$ cat src/rtl/garage_pkg.sv
// Shared definitions for the garage-door motor controller: state encoding,
// illegal-state recovery target and the state-to-motor-command decode.
package garage_pkg;

  typedef enum logic [1:0] {
    IDLE  = 2'b00,
    MV_UP = 2'b01,
    MV_DN = 2'b10
  } state_e;

  // Any encoding outside the enum falls back here on the next edge.
  localparam state_e RECOVERY_STATE = IDLE;

  // Motor command {up, dn} for a state; at most one bit is ever set.
  function automatic logic [1:0] motor_decode(input state_e st);
    logic [1:0] cmd;
    case (st)
      MV_UP:   cmd = 2'b10;
      MV_DN:   cmd = 2'b01;
      default: cmd = 2'b00;
    endcase
    return cmd;
  endfunction

endpackage

$ cat src/rtl/garage_rtl.sv
// Garage-door motor controller: three-state Moore FSM driving mutually
// exclusive up/down motor enables from an activate button and limit switches.
module garage_rtl
  import garage_pkg::*;
(
  input  logic CLK,
  input  logic RST,
  input  logic Activate,
  input  logic Up_max,
  input  logic Dn_max,
  output logic Up_M,
  output logic Dn_M
);

  state_e     state_r;
  state_e     state_next_s;
  logic [1:0] motor_next_s;
  logic       up_m_r;
  logic       dn_m_r;

  // Next-state logic; limits are only consulted in the direction of travel.
  always_comb begin
    state_next_s = RECOVERY_STATE;
    case (state_r)
      IDLE: begin
        if ((Activate == 1'b1) && !((Up_max == 1'b1) && (Dn_max == 1'b1))) begin
          // Fully open closes; closed or mid-travel opens.
          if (Up_max == 1'b1) begin
            state_next_s = MV_DN;
          end else begin
            state_next_s = MV_UP;
          end
        end else begin
          state_next_s = IDLE;
        end
      end
      MV_UP: begin
        if (Up_max == 1'b1) begin
          state_next_s = IDLE;
        end else begin
          state_next_s = MV_UP;
        end
      end
      MV_DN: begin
        if (Dn_max == 1'b1) begin
          state_next_s = IDLE;
        end else begin
          state_next_s = MV_DN;
        end
      end
      default: begin
        state_next_s = RECOVERY_STATE;
      end
    endcase
  end

  // Motor command for the upcoming state, registered below so outputs are flop-driven.
  always_comb begin
    motor_next_s = 2'b00;
    motor_next_s = motor_decode(state_next_s);
  end

  // State and output registers; async reset stops the motor without a clock.
  always_ff @(posedge CLK or negedge RST) begin
    if (!RST) begin
      state_r <= IDLE;
      up_m_r  <= 1'b0;
      dn_m_r  <= 1'b0;
    end else begin
      state_r <= state_next_s;
      up_m_r  <= motor_next_s[1];
      dn_m_r  <= motor_next_s[0];
    end
  end

  assign Up_M = up_m_r;
  assign Dn_M = dn_m_r;

endmodule

$ cat config.mk
export PLATFORM = sky130hd
export DESIGN_NAME = garage_rtl
export DESIGN_NICKNAME = d
export VERILOG_FILES = /design/src/rtl/garage_pkg.sv /design/src/rtl/garage_rtl.sv
export SDC_FILE = /design/constraint.sdc
export NUM_CORES = 1
export LEC_CHECK = 0
export ABC_AREA = 1
export CAP_MARGIN = 5
export CORE_AREA = 2 2 39 41
export DETAILED_ROUTE_END_ITERATION = 10
export DIE_AREA = 0 0 41 43
export GPL_TIMING_DRIVEN = 0
export PLACE_DENSITY_LB_ADDON = 0.3
export SLEW_MARGIN = 20
export SYNTH_ARGS = -nofsm -noshare
export SYNTH_HDL_FRONTEND = slang
export SYNTH_SLANG_ARGS = --single-unit
$ cat constraint.sdc
create_clock -name CLK -period 0.99 [get_ports CLK]
set_input_delay 0.1485 -clock CLK [delete_from_list [all_inputs] [get_ports CLK]]
set_output_delay 0.1485 -clock CLK [all_outputs]
set_load 0.01 [all_outputs]
==> flow_summary.ini <==
[floorplanning]
initial_core_util = 0.104
dieWidth_um = 41
rows = 14
die_y_um = 43
ios = 7
dieArea_mm2 = 0.00176
coreArea_mm2 = 0.00138

[setup_path]
setup.worst_path.start_class = flop
path_cells = clkdlybuf4s15_1
arrival_ns = 0.80
worstPathRequired_ns = 0.84
crit_family = flip-flops
reg2reg_from = state_r[1]$_DFF_PN0_
reg2reg_depth = 2
max_stage_delay_ns = 0.35
worst-r2r-setup-slack_ns = 0.26
setup.worst_path.class = flop to output pin
cp_slowest_cell = dfrtp_1
cp_num_buf_inv = 1
critPathMaxFanout = 1
r2r-end = state_r[0]$_DFF_PN0_
end_kind = output pin

[logic_synthesis]
seq_area_frac_synth = 0.696
synth_nets = 20
avgSynthCellArea_um2 = 9.59
ys_ff_latch = 4
syn_area_um2 = 144
synth_cell_types = 5
syn_inst = 15
ys_warn_count = 0

[placed_design]
place_hpwl_um = 195
gp_congestion = 0.553
io_buffers = 6

[power_and_ir_drop]
p_per_area_mw_per_mm2 = 1730
p_switching_w = 0.0000812
sw_frac_of_total = 0.194
leakage_nw = 0.130
intPower_w = 0.000337
p_comb_frac = 0.109
clkPwrFrac = 0.461
irDropWorstVdd_v = 0.000345
power_w = 0.000418
p_seq_frac = 0.429

[timing]
slew_headroom = 0.875
clock.fmax_ghz = 1.06
fin_crit_ns = 0.947
fin_crit_sh = 0.956
maxSlewViolCount = 0
worstMarginPinSlew_ns = 0.187
setup_violations = 0
rsz0062_at_grt = false
finalSetupTns_ns = 0
hold_viol_final = 0
fin_skew_ns = 0.00133

[grt]
antenna_found_initial = 0
grt_pass1_wl_um = 358
globalRouteOverflowTotal = 0
first_global_vias = 108
grt_max_degree = 5
grt_use_total = 0.0394

[routing]
firstDrtPassIters = 2
drt_iter0_drc = 2
avgRoutedWirePerCell_um = 6.45
drc = 0
viasPerCell = 2.80
routed_wl_um = 258
ant_nets = 0
route.vias.total = 112

[clock_network]
cts_buffers = 3
clkTransAtPathRegs_ns = 0.03
clock-root-buffer = clkbuf_4
cts_tree = done
htree_levels = 1
postCtsSetupBuffers = 0
clockBufferDepth = 2
clock_latency_ns = 0.23
cts_sinks = 4

[status]
status = completed

[layout]
antennaDiodeCount = 0
syn2layout_area_growth_pct = 67.8
final_layout_size_suffix_gt1_frac = 0.167
layout.nets = 31

[min_path]
worstHoldPathType = input port to asynchronous set/reset pin

[job]
drv_cap = 0
cell usage in the layout, fill, tap and decap left out:
| master | netlist | final |
|---|---|---|
| or2_1 | 1 | 1 |
| clkbuf_4 | 0 | 3 |
| nor2_1 | 4 | 4 |
| clkdlybuf4s50_1 | 0 | 4 |
| clkbuf_2 | 0 | 1 |
| clkdlybuf4s15_1 | 0 | 1 |
| dfrtp_1 | 4 | 4 |
| nand2_1 | 3 | 3 |
| inv_1 | 3 | 3 |
how the worst max path moves through the flow:
stage                              start                   end  slack, ns  cells past startpoint
floorplan           state_r[1]$_DFF_PN0_        Up_M$_DFF_PN0_       0.29                      2
global placement                  Up_max        Up_M$_DFF_PN0_      0.005                      3
detailed placement                Up_max  state_r[0]$_DFF_PN0_       0.01                      3
CTS                       Dn_M$_DFF_PN0_                  Dn_M       0.02                      1
global route              Up_M$_DFF_PN0_                  Up_M      0.006                      1
finish                    Up_M$_DFF_PN0_                  Up_M       0.04                      1
sequential cells by signal (all words and copies together), names as in the netlist:
name and count:
Dn_M 1, Up_M 1, state_r 2
what timing repair did:
action	in CTS	in global routing
hold buffers	0	0
pin swaps	0	0
setup endpoints to repair	2	1
resized for setup	4	1
through the flow:
stage / setup slack (ns) / util / instance area [µm²] / std cells / hold slack (ns)
2_1_floorplan: 0.289 / - / 144 / 15 / -0.147
3_3_place_gp: 0.00539 / 0.162 / 224 / 37 / 0.362
3_5_place_dp: 0.0121 / 0.162 / 224 / 37 / 0.364
4_1_cts: 0.0243 / 0.178 / 246 / 40 / 0.116
5_1_grt: 0.00567 / 0.175 / 241 / 40 / 0.122
6_report: 0.0433 / 0.175 / 241 / 40 / 0.123
synthesized netlist by cell type:
cell type  number  share of area
nor2_1          4           0.10
or2_1           1          0.044
inv_1           3          0.078
dfrtp_1         4           0.70
nand2_1         3          0.078
power groups by stage:
stage / Clock [W] / Combinational, W / Sequential [W]
after global placement: 0 / 0.0000505 / 0.000181
after detailed placement: 0 / 0.0000502 / 0.000182
final: 0.000193 / 0.0000458 / 0.000179
after floorplan: 0 / 0.0000141 / 0.000185
after CTS: 0.000207 / 0.0000478 / 0.000180
after global routing: 0.000219 / 0.0000519 / 0.000180
layout make-up:
class | instances | area [µm²]
clock buffer | 3 | 22.5
fill | 153 | 1140
tap | 16 | 20.0
multi-input combinational | 8 | 32.5
inverter | 3 | 11.3
sequential | 4 | 100
timing repair buffer | 6 | 55.1
per-layer routing:
metal  global-route usage  vias to the layer above  wire length [µm]
met5                    0                        -                 0
met4               0.0600                        0                 0
met3               0.0471                        0                56
met2               0.0344                        7                97
met1               0.0328                       45               105
li1                     -                       60                 -
cell families (layout without fill, tap and decap cells):
family                 after synthesis  count (layout)  share of synthesized area
DFF                                  4               4                      0.696
buffers and inverters                3              12                     0.0783
and+or+nand+nor                      8               8                      0.226
(Power assumes the default switching activity.)
